$ cat src/rtl/mem_read_arbiter.sv
// Round-robin arbiter sharing one pipelined read-only memory port between NUM_REQ masters.
// Each accepted read is tagged in a FIFO so its return beat is steered back to the issuer.
module mem_read_arbiter #(
   parameter int unsigned NUM_REQ   = 2,
   parameter int unsigned ADDR_W    = 32,
   parameter int unsigned DATA_W    = 64,
   parameter int unsigned MAX_OUTST = 4
) (
   input  logic                        clk,
   input  logic                        rst_n,
   input  logic [NUM_REQ*ADDR_W-1:0]   req_address,
   input  logic [NUM_REQ-1:0]          req_read,
   output logic [NUM_REQ-1:0]          req_waitrequest,
   output logic [DATA_W-1:0]           req_readdata,
   output logic [NUM_REQ-1:0]          req_readdatavalid,
   output logic [ADDR_W-1:0]           address,
   output logic                        read,
   input  logic [DATA_W-1:0]           readdata,
   input  logic                        readdatavalid,
   input  logic                        waitrequest,
   output logic [$clog2(MAX_OUTST):0]  outstanding,
   output logic                        err_orphan
);

   localparam int unsigned IdW  = $clog2(NUM_REQ);
   localparam int unsigned PtrW = $clog2(MAX_OUTST);
   localparam int unsigned CntW = PtrW + 1;
   localparam logic [CntW-1:0] CntFull = CntW'(MAX_OUTST);
   localparam logic [IdW-1:0]  LastId  = IdW'(NUM_REQ - 1);

   logic             lock_q, lock_d;
   logic [IdW-1:0]   locked_id_q, locked_id_d;
   logic [IdW-1:0]   rr_ptr_q, rr_ptr_d;
   logic [IdW-1:0]   tag_q [MAX_OUTST];
   logic [PtrW-1:0]  wr_ptr_q, rd_ptr_q;
   logic [CntW-1:0]  cnt_q, cnt_d;
   logic             err_q;

   logic [IdW-1:0]   rr_grant, grant, head_tag;
   logic [IdW:0]     scan_idx;
   logic             found;
   logic             tag_full, tag_empty, accept, stall, pop;

   // Rotating priority scan starting at rr_ptr_q.
   always_comb begin
      rr_grant = rr_ptr_q;
      found    = 1'b0;
      scan_idx = '0;
      for (int unsigned k = 0; k < NUM_REQ; k++) begin
         scan_idx = {1'b0, rr_ptr_q} + (IdW+1)'(k);
         if (scan_idx >= (IdW+1)'(NUM_REQ)) begin
            scan_idx = scan_idx - (IdW+1)'(NUM_REQ);
         end
         if (!found && req_read[scan_idx[IdW-1:0]]) begin
            found    = 1'b1;
            rr_grant = scan_idx[IdW-1:0];
         end
      end
   end

   assign grant     = lock_q ? locked_id_q : rr_grant;
   assign tag_full  = (cnt_q == CntFull);
   assign tag_empty = (cnt_q == '0);
   assign head_tag  = tag_q[rd_ptr_q];

   assign read   = rst_n & req_read[grant] & ~tag_full;
   assign accept = read & ~waitrequest;
   assign stall  = read & waitrequest;
   assign pop    = rst_n & readdatavalid & ~tag_empty;

   always_comb begin
      address = '0;
      for (int unsigned i = 0; i < NUM_REQ; i++) begin
         if (grant == IdW'(i)) begin
            address = req_address[i*ADDR_W +: ADDR_W];
         end
      end
   end

   always_comb begin
      for (int unsigned i = 0; i < NUM_REQ; i++) begin
         req_waitrequest[i]   = ~(accept & (grant == IdW'(i)));
         req_readdatavalid[i] = pop & (head_tag == IdW'(i));
      end
   end

   assign req_readdata = readdata;
   assign outstanding  = cnt_q;
   assign err_orphan   = err_q;

   always_comb begin
      lock_d      = lock_q;
      locked_id_d = locked_id_q;
      rr_ptr_d    = rr_ptr_q;
      if (accept) begin
         lock_d   = 1'b0;
         rr_ptr_d = (grant == LastId) ? '0 : grant + 1'b1;
      end else if (stall) begin
         lock_d      = 1'b1;
         locked_id_d = grant;
      end else if (!tag_full) begin
         // Locked master withdrew its request: release without issuing.
         lock_d = 1'b0;
      end
   end

   assign cnt_d = cnt_q + CntW'(accept) - CntW'(pop);

   always_ff @(posedge clk or negedge rst_n) begin
      if (!rst_n) begin
         lock_q      <= 1'b0;
         locked_id_q <= '0;
         rr_ptr_q    <= '0;
         wr_ptr_q    <= '0;
         rd_ptr_q    <= '0;
         cnt_q       <= '0;
         err_q       <= 1'b0;
         for (int unsigned i = 0; i < MAX_OUTST; i++) begin
            tag_q[i] <= '0;
         end
      end else begin
         lock_q      <= lock_d;
         locked_id_q <= locked_id_d;
         rr_ptr_q    <= rr_ptr_d;
         cnt_q       <= cnt_d;
         if (accept) begin
            tag_q[wr_ptr_q] <= grant;
            wr_ptr_q        <= wr_ptr_q + 1'b1;
         end
         if (pop) begin
            rd_ptr_q <= rd_ptr_q + 1'b1;
         end
         if (readdatavalid && tag_empty) begin
            err_q <= 1'b1;
         end
      end
   end

   a_rdv_onehot : assert property (@(posedge clk) disable iff (!rst_n)
      $onehot0(req_readdatavalid));
   a_cnt_bound : assert property (@(posedge clk) disable iff (!rst_n)
      cnt_q <= CntFull);

endmodule

$ cat config.mk
export PLATFORM = sky130hd
export DESIGN_NAME = mem_read_arbiter
export DESIGN_NICKNAME = d
export VERILOG_FILES = /design/src/rtl/mem_read_arbiter.sv
export SDC_FILE = /design/constraint.sdc
export NUM_CORES = 1
export LEC_CHECK = 0
export ABC_CLOCK_PERIOD_IN_PS = 3200
export CAP_MARGIN = 40
export CORE_AREA = 2 2 92 94
export DETAILED_ROUTE_END_ITERATION = 6
export DIE_AREA = 0 0 94 96
export PLACE_DENSITY = 0.73
export SYNTH_ARGS = -nofsm -noshare
export SYNTH_HDL_FRONTEND = slang
export SYNTH_SLANG_ARGS = --single-unit
$ cat constraint.sdc
create_clock -name clk -period 3.2 [get_ports clk]
set_clock_uncertainty 0.15 [all_clocks]
set_input_delay 0.48 -clock clk [delete_from_list [all_inputs] [get_ports clk]]
set_output_delay 0.48 -clock clk [all_outputs]
set_load 0.01 [all_outputs]
# --- After elaboration in Yosys (flattened, before gate mapping) ---
# Cells that the tools add are included.
totals:
  reg_bits: 15
  input_bits: 134
  out_inout_bits: 105
op_classes:
  addsub: 8
  n_lt_le_gt_ge: 8
  eq_ne: 2
  muxes: 23
  bitwise: 20
  n_reduce_logical: 6
op_table:
  columns: ["op", "n"]
  rows:
  - ["$mux 32", 1]
  - ["$mux 1", 19]
  - ["$and 1x1->1", 10]
  - ["$not 1->1", 8]
  - ["$ge 3x3->1 const B", 2]
  - ["$lt 1x2->1 const B", 3]
  - ["$not 2->3", 2]
  - ["$add 2x1->2 const B", 2]
  - ["$bwmux 4", 1]
  - ["$add 3x1->3", 1]
  - ["$eq 3x3->1 const B", 1]
  - ["$logic_and 1x1->1", 3]
  - ["$logic_not 3->1", 1]
  - ["$lt 3x1->1 const B", 1]
  - ["$ne 3x1->1 const B", 1]
  - ["$sub 3x1->3", 1]
  - ["$add 1x1->2 const B", 1]
  - ["$bmux 1 s2", 1]
  - ["$demux 1 s2", 1]
  - ["$ge 1x2->1 const B", 1]
  - ["$ge 2x2->1 const B", 1]
  - ["$reduce_and 2->1", 1]
  - ["$sub 1x1->1 const B", 2]
  - ["$add 1x1->1 const B", 1]
  - ["$logic_not 1->1", 1]

# --- Longest topological paths before layout ---
logic_depth:
  word_depth: 16
  mapped_depth: 11
  ltp_nobuf: 11

# --- Worst setup path before layout ---
# No wires, ideal clock.
synth_path:
  kind: "input-to-reg"
  startpoint: "in req_read[0]"
  endpoint: "reg cnt_q[2] (netlist: outstanding[2])"
  arrival_ps: 2297
  required_time_ps: 2924
  slack_ps: 627
  stages: 11
  n_path_buf: 0
  path_cell_list: "a21boi_1 o2111ai_4 nor2_4 inv_1 ha_1 inv_1 ha_1 inv_1 fa_1 xnor2_1 xnor2_1"
synth_between:
  elab_chain_cells: 14
synth_rtl:
  columns: ["item", "line_no", "source"]
  rows:
  - ["from (decl)", "12", "input logic [NUM_REQ-1:0] req_read,"]
  - ["$mux 1 (implied by the code) (2 in a row)", "54", "if (!found && req_read[scan_idx[IdW-1:0]]) begin"]
  - ["$mux 1", "54", null]
  - ["$logic_not 1->1", "54", null]
  - ["$logic_and 1x1->1", "54", null]
  - ["$mux 1", "54", null]
  - ["$mux 1", "61", "assign grant = lock_q ? locked_id_q : rr_grant;"]
  - ["$mux 1 (implied by the code) * (2 in a row)", "66", "assign read = rst_n & req_read[grant] & ~tag_full;"]
  - ["$and 1x1->1 * (2 in a row)", "66", null]
  - ["$and 1x1->1 *", "67", "assign accept = read & ~waitrequest;"]
  - ["$add 3x1->3 *", "107", "assign cnt_d = cnt_q + CntW'(accept) - CntW'(pop);"]
  - ["$sub 3x1->3 *", "107", null]
  - ["named net cnt_d[2]", "36", "logic [CntW-1:0] cnt_q, cnt_d;"]
  - ["to (signal assigned)", "125", "cnt_q <= cnt_d;"]
  - ["to (decl)", "36", null]
# The timed path passes the listed nets; every way through them passes the cells marked *. The select of a mux whose other input is x is not followed.
# A chain may end at the register's enable or synchronous reset.

# --- Worst setup path after layout ---
layout_path:
  startpoint: "in req_read[0]"
  endpoint: "out address[0]"
layout_between:
  elab_chain_cells: 8
layout_rtl:
  columns: ["item", "line_no", "source"]
  rows:
  - ["$mux 1 (implied by the code) (2 in a row)", "54", null]
  - ["$mux 1", "54", null]
  - ["$logic_not 1->1", "54", null]
  - ["$logic_and 1x1->1", "54", null]
  - ["$mux 1 *", "54", null]
  - ["$mux 1 *", "61", null]
  - ["$mux 32 *", "74", "if (grant == IdW'(i)) begin"]
  - ["to (decl)", "16", "output logic [ADDR_W-1:0] address,"]
# Every way passes the cells marked *; elsewhere a longest branch is shown, timed or not. The select of a mux whose other input is x is not followed.

==> impl_metrics.csv <==
group,metric,value,unit
power,vdd_drop_max,0.189,mV
power,clockPowerShare,0.101,
logic_synthesis,synth_common_cells,"64 x buf_4, 32 x mux2_2, 15 x dfrtp_1, 12 x inv_1, 6 x ha_1",
logic_synthesis,synth_mux_area_frac,0.270,
timing,period_minus_slack,3.05,ns
clock_tree,clkSinkCount,15,
worst_setup_path,crit_start,"req_read[0]",
place,dp_hpwl,3830,um
detailed_routing,via_count,1308,
worst_setup_path,r2r_cells,10,
logic_synthesis,yosysMostFrequentCell,"buf_4",
flow_run,cap_violations,0,
logic_synthesis,synth_top_family_by_area,"buffers and inverters",
timing,relSlewSlack,0.776,
clock_tree,cts_tree,"built",
power,power_switching,0.000511,W
logic_synthesis,yosys.area_share.simple,0.0735,
detailed_routing,wire_per_inst,13.3,um
floorplanning,die_w,94,um
logic_synthesis,yosys_warnings,0,
cells_and_area,n_fill_cell,823,
logic_synthesis,ys_ff_latch,15,
timing,slew_viol_final,0,
logic_synthesis,syn_inst,172,
clock_tree,clock_latency,0.25,ns
timing,rsz0062_at_grt,"false",
worst_setup_path,startpoint_type,"input port",
grt,grt_max_degree,31,
grt,antenna_found_initial,0,
clock_tree,cts_resized,0,
worst_setup_path,crit_arrival,2.42,ns
clock_tree,hold_buffers,0,
worst_setup_path,timing.rr.end,"outstanding[2]",
logic_synthesis,syn_nets,313,
worst_setup_path,critPathCapture,"address[0]",
logic_synthesis,ys_async_sr_fraction,1.00,
logic_synthesis,ys_types,31,
logic_synthesis,syn_avg_cell_area,10.1,um^2
timing,setup_viol,0,
detailed_routing,first_pass_iters,3,
logic_synthesis,synth_xor_area_frac,0.0252,
detailed_routing,viasPerCell,3.99,
timing,fin_setup_tns,0,ns
worst_setup_path,r2r-start,"outstanding[1]",
grt,grt_usage,0.0923,
clock_tree,cts_made_buffers,3,
worst_setup_path,reg2reg_setup_slack,0.61,ns
detailed_routing,drc,0,
floorplanning,die_area,9020,um^2
logic_synthesis,synthDominantCellAreaShare,0.277,
hold_path,hold_class,"reg2reg",
logic_synthesis,synth_area_leader_cell,"buf_4",
logic_synthesis,synth_ff_type,"dfrtp_1",
power,p_sw_frac,0.338,
grt,grt_pass1_wl,6470,um
detailed_routing,ant_nets,0,
timing,finalHoldViolCount,0,
detailed_routing,wl,4360,um
timing,fmax,328,MHz
cells_and_area,drive_above_1_share,0.260,
clock_tree,ctsHtreeMaxLevel,1,
clock_tree,post_cts_buffers,0,
floorplanning,ios,239,
place,io_buffers,110,
cells_and_area,regArea,375,um^2
cells_and_area,finalNetCount,365,
place,gp_congestion,0.681,
worst_setup_path,setup.worst_path.end_class,"primary output",
power,p_seq_frac,0.238,
clock_tree,path_clk_slew,0.06,ns
power,p_leak,1.01,nW
logic_synthesis,synth-edff-count,0,
floorplanning,start_util,0.216,
grt,grt-ovfl-total,0,
worst_setup_path,critical_path_class,"in2out",
power,combPwrFrac,0.662,
timing,timing.hold.ws,0.343,ns
logic_synthesis,synth-seq-area-share,0.216,
timing,worstMarginPinSlew,0.333,ns
grt,first_global_vias,1341,
power,p_int,0.00100,W
logic_synthesis,netlist_area,1740,um^2
timing,finalCritPeriodShare,0.952,
worst_setup_path,path_max_fanout,30,
outcome,outcome,"finished clean",
power,power.density,587,nW/um^2
logic_synthesis,ys_top_cells_by_area,"buf_4 28%, dfrtp_1 22%, mux2_2 21%",
cells_and_area,diodes,0,
logic_synthesis,synthAdderAreaFrac,0.0548,
floorplanning,rows,33,
clock_tree,clock_path_buffers,2,
logic_synthesis,synth_compound_gate_area_share,0.0433,
worst_setup_path,cp_data_required_time,2.57,ns
cells_and_area,multi_input_area,822,um^2
floorplanning,core,8050,um^2
detailed_routing,drtIter0Drc,17,
clock_tree,clockRootBuffer,"clkbuf_8",
floorplanning,dieHeight,96,um
cells_and_area,syn_to_final_growth,48.6,%
[power groups by stage]
stage               combinational (W)  sequential (W)  clock [W]
finish                        0.00100        0.000359   0.000152
global route                  0.00108        0.000376   0.000165
CTS                           0.00102        0.000361   0.000160
detailed placement            0.00102        0.000363          0
global placement             0.000996        0.000360          0
floorplan                    0.000624        0.000352          0
[cell families after synthesis]
family	Yosys count
muxes	39
xor gates and xnor gates	5
adders and majority gates	7
buffers and inverters	81
AOI/OAI and AO/OA	9
DFF	15
and+or+nand+nor	16
[metrics by stage]
| step | cells | worst slack [ns] | power (W) | util | instance area, um^2 |
|---|---|---|---|---|---|
| 2_1_floorplan | 172 | 0.627 | 0.000976 | - | 1740 |
| 3_3_place_gp | 324 | 0.161 | 0.00136 | 0.315 | 2530 |
| 3_5_place_dp | 324 | 0.144 | 0.00138 | 0.315 | 2530 |
| 4_1_cts | 328 | 0.135 | 0.00154 | 0.320 | 2580 |
| 5_1_grt | 328 | 0.0669 | 0.00162 | 0.320 | 2580 |
| 6_report | 328 | 0.154 | 0.00151 | 0.320 | 2580 |
[worst min-delay path by stage]
stage / startpoint / end / slack [ns] / depth (start not counted)
CTS: rd_ptr_q[1] / rd_ptr_q[1] / 0.34 / 1
finish: rd_ptr_q[1] / rd_ptr_q[1] / 0.34 / 1
floorplan: rst_n / err_orphan / 0.03 / 0
global route: rd_ptr_q[1] / rd_ptr_q[1] / 0.36 / 1
detailed placement: rd_ptr_q[1] / rd_ptr_q[1] / 0.33 / 1
global placement: err_orphan / err_orphan / 0.32 / 1
[cell usage in the layout (no fill, tap or decap)]
master / Yosys / layout
a21boi_1: 1 / 1
o22ai_1: 1 / 1
inv_1: 12 / 12
xnor2_1: 5 / 5
or3b_1: 1 / 1
o31ai_1: 1 / 1
nand2_1: 3 / 3
or3b_4: 1 / 1
mux2_1: 1 / 1
and2_1: 1 / 1
a21oi_1: 1 / 1
ha_1: 6 / 6
nor2_4: 1 / 1
clkbuf_8: 0 / 3
o21ai_4: 0 / 1
o21bai_1: 1 / 1
o2111ai_4: 1 / 1
nor2_2: 1 / 1
dfrtp_1: 15 / 15
nor2_1: 1 / 1
nand2b_1: 1 / 1
mux2_2: 32 / 32
nand3_1: 1 / 1
fa_1: 1 / 1
mux2_4: 5 / 5
clkdlybuf4s50_1: 0 / 110
nor3b_2: 4 / 4
clkinv_2: 0 / 1
buf_12: 0 / 1
mux4_2: 1 / 1
or3_2: 1 / 1
o21ai_0: 2 / 2
buf_4: 64 / 5
[layout make-up]
cell class                      count  area share
Clock inverter                      1     0.00194
Inverter                           12      0.0175
Timing Repair Buffer              116       0.449
Sequential cell                    15       0.146
Clock buffer                        3      0.0160
Tap cell                          105      0.0509
Multi-Input combinational cell     76       0.319
[sequential cells by signal, summed over array words and instances (netlist names)]
| signal | count |
|---|---|
| err_orphan | 1 |
| lock_q | 1 |
| locked_id_q | 1 |
| outstanding | 3 |
| rd_ptr_q | 2 |
| rr_ptr_q | 1 |
| tag_q | 4 |
| wr_ptr_q | 2 |
[metal layers]
layer	up-vias	part of all wire	routed length, um	track usage
met3	16	0.13	562	0.0486
met4	0	0.022	94	0.0350
met5	-	0	0	0
met2	83	0.51	2220	0.169
li1	604	-	-	-
met1	605	0.34	1480	0.0876
[worst max-delay path, cell delays in order]
cell	delay, ns
clkdlybuf4s50_1	0.43
inv_1	0.08
o21ai_0	0.14
o21ai_4	0.21
buf_12	0.21
mux2_2	0.36
clkdlybuf4s50_1	0.48
Note: power is estimated with default switching activity, not from simulation.
